File: config.mk
export PLATFORM = sky130hd
export DESIGN_NAME = l15_req_arbiter
export DESIGN_NICKNAME = d
export VERILOG_FILES = /design/src/rtl/l15_req_arbiter.sv
export SDC_FILE = /design/constraint.sdc
export NUM_CORES = 1
export LEC_CHECK = 0
export BUFFER_PORTS_ARGS = -buffer_cell sky130_fd_sc_hd__buf_2
export CORE_ASPECT_RATIO = 0.6
export CORE_MARGIN = 4
export CORE_UTILIZATION = 53
export DETAILED_ROUTE_END_ITERATION = 10
export PLACE_DENSITY_LB_ADDON = 0.05
export SETUP_SLACK_MARGIN = 0.02
export SLEW_MARGIN = 10
export SYNTH_ARGS = -nofsm -noshare
export SYNTH_HDL_FRONTEND = slang
export SYNTH_SLANG_ARGS = --single-unit
File: constraint.sdc
create_clock -name clk_i -period 2.64 [get_ports clk_i]
set_input_delay 0.132 -clock clk_i [delete_from_list [all_inputs] [get_ports clk_i]]
set_output_delay 0.132 -clock clk_i [all_outputs]
set_load 0.02 [all_outputs]
File: src/rtl/l15_req_arbiter.sv
// Round-robin merge of the four L1.5 channel-1 request streams onto the single L2 request
// channel. Each core has a one-entry holding slot, and the output is a registered,
// back-pressurable message stage.
`ifndef MSG_WIDTH
`define MSG_WIDTH 8
`endif
`ifndef DATA_WIDTH
`define DATA_WIDTH 64
`endif
`ifndef TAG_WIDTH
`define TAG_WIDTH 8
`endif
`ifndef OWNER_BITS
`define OWNER_BITS 6
`endif
`ifndef MSG_TYPE_EMPTY
`define MSG_TYPE_EMPTY 8'd0
`endif

module l15_req_arbiter #(
    parameter int MSG_W  = `MSG_WIDTH,
    parameter int DATA_W = `DATA_WIDTH,
    parameter int TAG_W  = `TAG_WIDTH,
    parameter int SRC_W  = `OWNER_BITS
) (
    input  logic                  clk_i,
    input  logic                  rst_ni,
    input  logic [3:0]            req_valid_i,
    output logic [3:0]            req_ready_o,
    input  logic [4*MSG_W-1:0]    req_type_i,
    input  logic [4*DATA_W-1:0]   req_data_i,
    input  logic [4*TAG_W-1:0]    req_tag_i,
    output logic                  msg1_valid_o,
    input  logic                  msg1_ready_i,
    output logic [MSG_W-1:0]      msg1_type_o,
    output logic [DATA_W-1:0]     msg1_data_o,
    output logic [TAG_W-1:0]      msg1_tag_o,
    output logic [SRC_W-1:0]      msg1_source_o,
    output logic [3:0]            pending_o
);

    localparam logic [MSG_W-1:0] EMPTY_TYPE = MSG_W'(`MSG_TYPE_EMPTY);

    logic [3:0]        slot_full;
    logic [MSG_W-1:0]  slot_type [4];
    logic [DATA_W-1:0] slot_data [4];
    logic [TAG_W-1:0]  slot_tag  [4];

    logic [1:0]        ptr_q, ptr_d;
    logic              msg1_valid_q, msg1_valid_d;
    logic [MSG_W-1:0]  msg1_type_q, msg1_type_d;
    logic [DATA_W-1:0] msg1_data_q, msg1_data_d;
    logic [TAG_W-1:0]  msg1_tag_q, msg1_tag_d;
    logic [SRC_W-1:0]  msg1_source_q, msg1_source_d;

    logic       out_free;
    logic       grant;
    logic       win_found;
    logic [1:0] win_idx;

    assign out_free = !msg1_valid_q || msg1_ready_i;
    assign grant    = out_free && win_found;

    // Scanning from ptr+3 down to ptr leaves the first full slot (in rotation order) as winner.
    always_comb begin
        logic [1:0] idx;
        idx       = '0;
        win_found = 1'b0;
        win_idx   = ptr_q;
        for (int k = 3; k >= 0; k--) begin
            idx = ptr_q + 2'(k);
            if (slot_full[idx]) begin
                win_found = 1'b1;
                win_idx   = idx;
            end
        end
    end

    genvar gi;
    generate
        for (gi = 0; gi < 4; gi++) begin : g_slot
            logic              full_q, full_d;
            logic [MSG_W-1:0]  type_q, type_d;
            logic [DATA_W-1:0] data_q, data_d;
            logic [TAG_W-1:0]  tag_q, tag_d;
            logic              load;
            logic              clear;

            // A slot never loads and drains in the same cycle: ready is the registered ~full.
            assign load  = req_valid_i[gi] && !full_q
                           && (req_type_i[gi*MSG_W +: MSG_W] != EMPTY_TYPE);
            assign clear = grant && (win_idx == 2'(gi));

            always_comb begin
                full_d = full_q;
                type_d = type_q;
                data_d = data_q;
                tag_d  = tag_q;
                if (load) begin
                    full_d = 1'b1;
                    type_d = req_type_i[gi*MSG_W +: MSG_W];
                    data_d = req_data_i[gi*DATA_W +: DATA_W];
                    tag_d  = req_tag_i[gi*TAG_W +: TAG_W];
                end else if (clear) begin
                    full_d = 1'b0;
                end
            end

            always_ff @(posedge clk_i or negedge rst_ni) begin
                if (!rst_ni) begin
                    full_q <= 1'b0;
                    type_q <= EMPTY_TYPE;
                    data_q <= '0;
                    tag_q  <= '0;
                end else begin
                    full_q <= full_d;
                    type_q <= type_d;
                    data_q <= data_d;
                    tag_q  <= tag_d;
                end
            end

            assign slot_full[gi] = full_q;
            assign slot_type[gi] = type_q;
            assign slot_data[gi] = data_q;
            assign slot_tag[gi]  = tag_q;
        end
    endgenerate

    always_comb begin
        ptr_d         = ptr_q;
        msg1_valid_d  = msg1_valid_q;
        msg1_type_d   = msg1_type_q;
        msg1_data_d   = msg1_data_q;
        msg1_tag_d    = msg1_tag_q;
        msg1_source_d = msg1_source_q;
        if (out_free) begin
            if (win_found) begin
                msg1_valid_d  = 1'b1;
                msg1_type_d   = slot_type[win_idx];
                msg1_data_d   = slot_data[win_idx];
                msg1_tag_d    = slot_tag[win_idx];
                msg1_source_d = SRC_W'(win_idx);
                ptr_d         = win_idx + 2'd1;
            end else begin
                msg1_valid_d  = 1'b0;
                msg1_type_d   = EMPTY_TYPE;
            end
        end
    end

    always_ff @(posedge clk_i or negedge rst_ni) begin
        if (!rst_ni) begin
            ptr_q         <= 2'd0;
            msg1_valid_q  <= 1'b0;
            msg1_type_q   <= EMPTY_TYPE;
            msg1_data_q   <= '0;
            msg1_tag_q    <= '0;
            msg1_source_q <= '0;
        end else begin
            ptr_q         <= ptr_d;
            msg1_valid_q  <= msg1_valid_d;
            msg1_type_q   <= msg1_type_d;
            msg1_data_q   <= msg1_data_d;
            msg1_tag_q    <= msg1_tag_d;
            msg1_source_q <= msg1_source_d;
        end
    end

    assign req_ready_o   = ~slot_full;
    assign pending_o     = slot_full;
    assign msg1_valid_o  = msg1_valid_q;
    assign msg1_type_o   = msg1_type_q;
    assign msg1_data_o   = msg1_data_q;
    assign msg1_tag_o    = msg1_tag_q;
    assign msg1_source_o = msg1_source_q;

endmodule

## Yosys cells after proc, flatten, opt, wreduce, memory -nomap -nowiden

Index checks and enable logic that the tools add are counted.

- Multiply operators: 0
- Mux-type cells: 35
- Order comparisons: 5
- Reductions and logical operators: 29
- $add $sub $neg: 4
- Shift-type cells: 0
- Div/mod/pow operators: 0
- Equality and inequality tests: 3
- Bitwise operators: 2

Operators by type and width:

| operator | count |
|---|---|
| binary-select mux 64 bit (select 2 bit) | 1 |
| two-way mux 64 bit | 2 |
| two-way mux 8 bit | 5 |
| binary-select mux 8 bit (select 2 bit) | 2 |
| nonzero test 8 bit | 4 |
| two-way mux 1 bit | 17 |
| logical AND 1 bit | 13 |
| < comparator 2 x 3 -> 1 bit, second input constant | 4 |
| binary-select mux 1 bit (select 2 bit) | 4 |
| two-way mux 2 bit | 4 |
| nonzero test 2 bit | 4 |
| zero test 1 bit | 5 |
| adder 2 x 1 -> 2 bit, second input constant | 2 |
| adder 2 bit, second input constant | 2 |
| equality test 2 bit, second input constant | 2 |
| NOT 4 bit | 1 |
| >= comparator 3 bit, second input constant | 1 |
| NOT 2 -> 3 bit | 1 |
| equality test 2 x 1 -> 1 bit, second input constant | 1 |
| zero test 2 bit | 1 |
| AND reduction 2 bit | 1 |
| logical OR 1 bit | 1 |

- Bits of input ports: 327
- RAM bits: 0
- Output and inout port bits: 95
- Word-level logic and storage cells: 100
- Register bits after elaboration: 409
- Memories: 0
- ROM bits: 0
- Bits in latches: 0

## Longest topological paths before layout

- Word-level depth: 12
- Mapped depth: 7
- Mapped depth without buffers: 5

## Least setup slack after synthesis

Ideal clock, no wire load.

- Path type: register -> register
- Start: reg g_slot[3].full_q
- End: reg msg1_type_q[3] (netlist: msg1_type_o[3])
- Path buffers: 2
- Slack: 0.398 ns
- Required time: 2.519 ns
- Arrival time: 2.121 ns
- Stages on the path, launching flop included: 8
- Period minus slack after synthesis: 2.242 ns
- Setup time: 0.121 ns
- Path through: dfrtp_1 -> inv_1 -> a21oi_1 -> o221ai_2 -> buf_4 -> buf_2 -> mux4_2 -> a22o_1

- Longest elaborated chain between the ends: 11
- Elaborated cells between the ends (all ways): 21
- Those cells by class: mux (20); bitwise (1)

Ends and longest elaborated chain:

| element | line | source |
|---|---|---|
| from (decl) | 82 | `logic full_q, full_d;` |
| from (signal assigned) | 116 | `full_q <= full_d;` |
| binary-select mux 1 bit (select 2 bit) | 72 | `if (slot_full[idx]) begin` |
| two-way mux 1 bit (not written as such) | 72 |  |
| two-way mux 2 bit (4 in a row) | 72 |  |
| NOT 2 -> 3 bit (not written as such) | 140 | `msg1_type_d = slot_type[win_idx];` |
| binary-select mux 8 bit (select 2 bit) | 140 |  |
| two-way mux 8 bit (not written as such) (2 in a row) | 140 |  |
| two-way mux 8 bit * | 138 | `if (win_found) begin` |
| to (signal assigned) | 163 | `msg1_type_q <= msg1_type_d;` |
| to (decl) | 51 | `logic [MSG_W-1:0] msg1_type_q, msg1_type_d;` |

Mark *: on every way between the ends. The rest lies on a longest branch, timed or not. The select of a mux whose other input is x is not followed.
A chain may end at the register's enable or synchronous reset.

## Worst setup path after layout

- Start: reg g_slot[2].full_q
- End: reg msg1_data_q[33] (netlist: msg1_data_o[33])

- Longest elaborated chain between the ends: 10
- Elaborated cells between the ends (all ways): 21
- Those cells by class: mux (19); bitwise (1); reduce/logical (1)

Ends and longest elaborated chain:

| element | line | source |
|---|---|---|
| from (decl) | 82 |  |
| from (signal assigned) | 116 |  |
| binary-select mux 1 bit (select 2 bit) | 72 |  |
| two-way mux 1 bit (not written as such) | 72 |  |
| two-way mux 2 bit (4 in a row) | 72 |  |
| NOT 2 -> 3 bit (not written as such) | 141 | `msg1_data_d = slot_data[win_idx];` |
| binary-select mux 64 bit (select 2 bit) | 141 |  |
| two-way mux 64 bit (not written as such) (2 in a row) | 141 |  |
| to (signal assigned) | 164 | `msg1_data_q <= msg1_data_d;` |
| to (decl) | 52 | `logic [DATA_W-1:0] msg1_data_q, msg1_data_d;` |

Several ways; a longest one is shown, not always the timed one. The select of a mux whose other input is x is not followed.

==> impl_results.md <==
* Run status: completed
* Total global routing overflow at 0
* Number of buffers added on ports at 417
* Core area at ~32,000 um^2
* Clock transition at path regs at 70 ps
* Final setup skew at 22.9 ps
* Proportion of synthesized flip-flops having asynchronous set or reset at 100%
* Share of cells above drive strength 1 at a little under three fifths
* Highest attainable clock frequency at approximately 0.4 GHz
* Mapped Cells at 1,017
* Average vias per placed instance at 5.45
* Number of DRC violations after detailed routing at 0
* Maximum number of pins on one net before global-route repair at 72
* DRT iter0 DRCs at 509
* Crit path max fanout at 25
* First element of the critical path: g_slot[2].full_q
* Class of the most critical hold timing path: in2async
* Number of buffers on the longest clock path at 3
* Fraction of the yosys area taken by sequential cells at roughly 60%
* Total non-filler cell area in the finished layout at 24,400 um^2
* First-pass GRT wire length at 78,200 um
* Total vias in the final route at roughly 12,000
* Synthesis-stage register bit count at 409
* Sum of net half-perimeters after detailed placement at 31,600 um
* Global routing usage summed across all routing layers at 28.8%
* Post-CTS Setup Inserts at 0
* Count of antenna-violating nets left after detailed routing at 0
* Fin crit share at 92.8%
* Relative slew margins at 55.2%
* # clock sinks at 409
* Number of cell rows at 50
* Post-layout min period at approximately 2400 ps
* I/O pin cnt at 422
* Routed wire length per instance at 22.9 um
* Final setup violating endpoints at 0
* Signal arrival time at the worst endpoint at between 2000 and 3000 ps
* Post-place setup slack at 150 ps
* Final worst-path setup slack at 190 ps
* Layout overhead on the synthesized area at 42.3%
* Antenna violations before repair at 13
* Kind of start point of the critical path: flip-flop
* Number of warnings printed during yosys synthesis at 0
* Root cell of the clock tree: clkbuf_16
* Area of the mapped netlist at 17,200 um^2
* Number of global-route vias before repair at 13,657
* Htree depth at 2
* Worst r2r src: g_slot[2].full_q
* WHS at ~160 ps
* Routed WL at approximately 51,000 um
* Static leakage at around 11 nW
* Number of buffers added by the clock tree synthesis step at 38
* Die boundary width at 240 um
* Clock insertion delay at the later pin of the skew report at 540 ps
* Final hold violation count at 0
* Crit Path Class: reg2reg
* Predominant post-synthesis flop cell: dfrtp_1
* Floorplan die height at 147 um
* Nature of the critical path endpoint: flip-flop
* Required time of the critical path at around 3100 ps
* Unique masters post-synth at 30
* Max Cap Violations at 0
* CTS tree: done
* Routability Congestion at 0.799
* Die ar. at 35,500 um^2
* RSZ-0062 raised after global routing: false
* Total negative setup slack at 0 ps
* Final net count at 2,086
* Number of flops mapped to enable cells by yosys at 0
* Number of detailed-routing iterations run before antenna repair at 5
* Maximum vdd ir drop at between 800 and 900 uV
* Power per Cell Area at ~1200 nW/um^2
* Starting Density at 54.4%
* Average footprint of a synthesized cell at 16.9 um^2
* Pin slew with the least headroom to its limit at 672 ps
* Max-slew violation count at 0
* Cell area reported after detailed placement at roughly 20,000 um^2
## worst max-delay path, stage by stage, from the launching register on
cell,delay [ps]
dfrtp_1,490
nor2b_1,220
a21oi_1,100
o221ai_4,360
buf_12,300
mux4_2,540
mux2_2,290
## cell usage after synthesis, types with 3 or more instances
| library cell | n | share of area, % |
|---|---|---|
| dfrtp_1 | 409 | 60 |
| mux2_2 | 393 | 26 |
| mux4_2 | 80 | 10 |
| clkbuf_1 | 50 | 1.1 |
| buf_2 | 10 | 0.29 |
| buf_4 | 9 | 0.39 |
| nor4_1 | 9 | 0.33 |
| a22o_1 | 8 | 0.41 |
| nand2_1 | 8 | 0.17 |
| inv_1 | 5 | 0.11 |
| a21oi_1 | 4 | 0.12 |
| and3_1 | 4 | 0.15 |
| nor2_1 | 4 | 0.087 |
| buf_6 | 3 | 0.20 |
## cell families (layout without fill, tap and decap cells)
group                     count (synthesis)  after routing  synth area share (%)
xor gates and xnor gates                  1              1                0.0510
muxes                                   473            473                  36.2
AOI/OAI and AO/OA                        22             22                 0.976
other                                     1             17                0.0218
buffers and inverters                    77            841                  2.08
and+or+nand+nor                          34             34                  1.07
DFF                                     409            409                  59.6
## what timing repair did
item,CTS,global route
gates resized for setup,0,1
hold buffers,322,0
setup endpoints to repair,0,13
endpoints found under the hold margin,384,0
## per-layer routing
metal / part of all wire (%) / vias to the layer above / global-route usage [%]
met2: 51 / 367 / 49.6
met5: 0 / - / 0
li1: - / 5280 / -
met1: 41 / 6289 / 36.5
met4: 3.3 / 0 / 10.3
met3: 5.2 / 116 / 6.12
## state kept, by name, summed over array words and instances (netlist names)
register and flops:
msg1_source_o 2, msg1_valid_o 1, g_slot.type_q 32, g_slot.tag_q 32, msg1_data_o 64, msg1_type_o 8
g_slot.full_q 4, msg1_tag_o 8, ptr_q 2, g_slot.data_q 256
## where the power goes
part           leakage, nW  internal (W)  switching, W
sequential            4.82       0.00955       0.00177
combinational         5.40       0.00763       0.00554
clock                0.620       0.00325       0.00240
## final timing paths
kind                       slack [ps]                   end  cells past startpoint
setup reg to reg                  190       msg1_data_o[33]                      6
min in group clk_i                340      g_slot[1].full_q                      3
hold / removal                    160  g_slot[0].data_q[48]                      2
setup / recovery                  190       msg1_data_o[33]                      6
hold reg to reg                   500        msg1_type_o[3]                      1
max in group asynchronous        1580  g_slot[3].data_q[41]                      3
## placed cells by master, fill, tap and decap left out, types with 2 or more instances in the layout
master         synthesis  final
a21o_1                 2      2
a21oi_1                4      3
a22o_1                 8      8
and3_4                 0      4
buf_12                 0     13
buf_2                 10    416
buf_4                  9     18
bufinv_16              0      2
clkbuf_1              50      8
clkbuf_16              0     41
clkbuf_8               0      8
clkinv_2               0      5
conb_1                 1      4
dfrtp_1              409    409
diode_2                0     13
dlygate4sd3_1          0    322
inv_1                  5      5
mux2_2               393    393
mux4_2                80     80
nand2_1                8      8
nor2_1                 4      3
nor2b_1                2      2
nor3b_1                2      2
nor4_1                 9      9
o21ai_0                2      2
o21bai_1               2      2
## layout make-up
type / instances / area (um^2)
flip-flops and latches: 409 / 10200
repair buffers: 771 / 5730
diodes: 13 / 32.5
inverters: 5 / 18.8
multi-input cells: 534 / 6650
fillers: 1851 / 7150
well taps: 416 / 520
clock inverters: 8 / 92.6
clock buffers: 57 / 1170
## through the flow
stage / util, % / instances / total power [W]
floorplan: - / 1020 / 0.0205
global placement: 63.1 / 1813 / 0.0236
detailed placement: 63.1 / 1813 / 0.0241
CTS: 77.3 / 2200 / 0.0302
global route: 77.4 / 2213 / 0.0318
finish: 77.4 / 2213 / 0.0301
No activity file was read; power rests on OpenSTA's default activity.
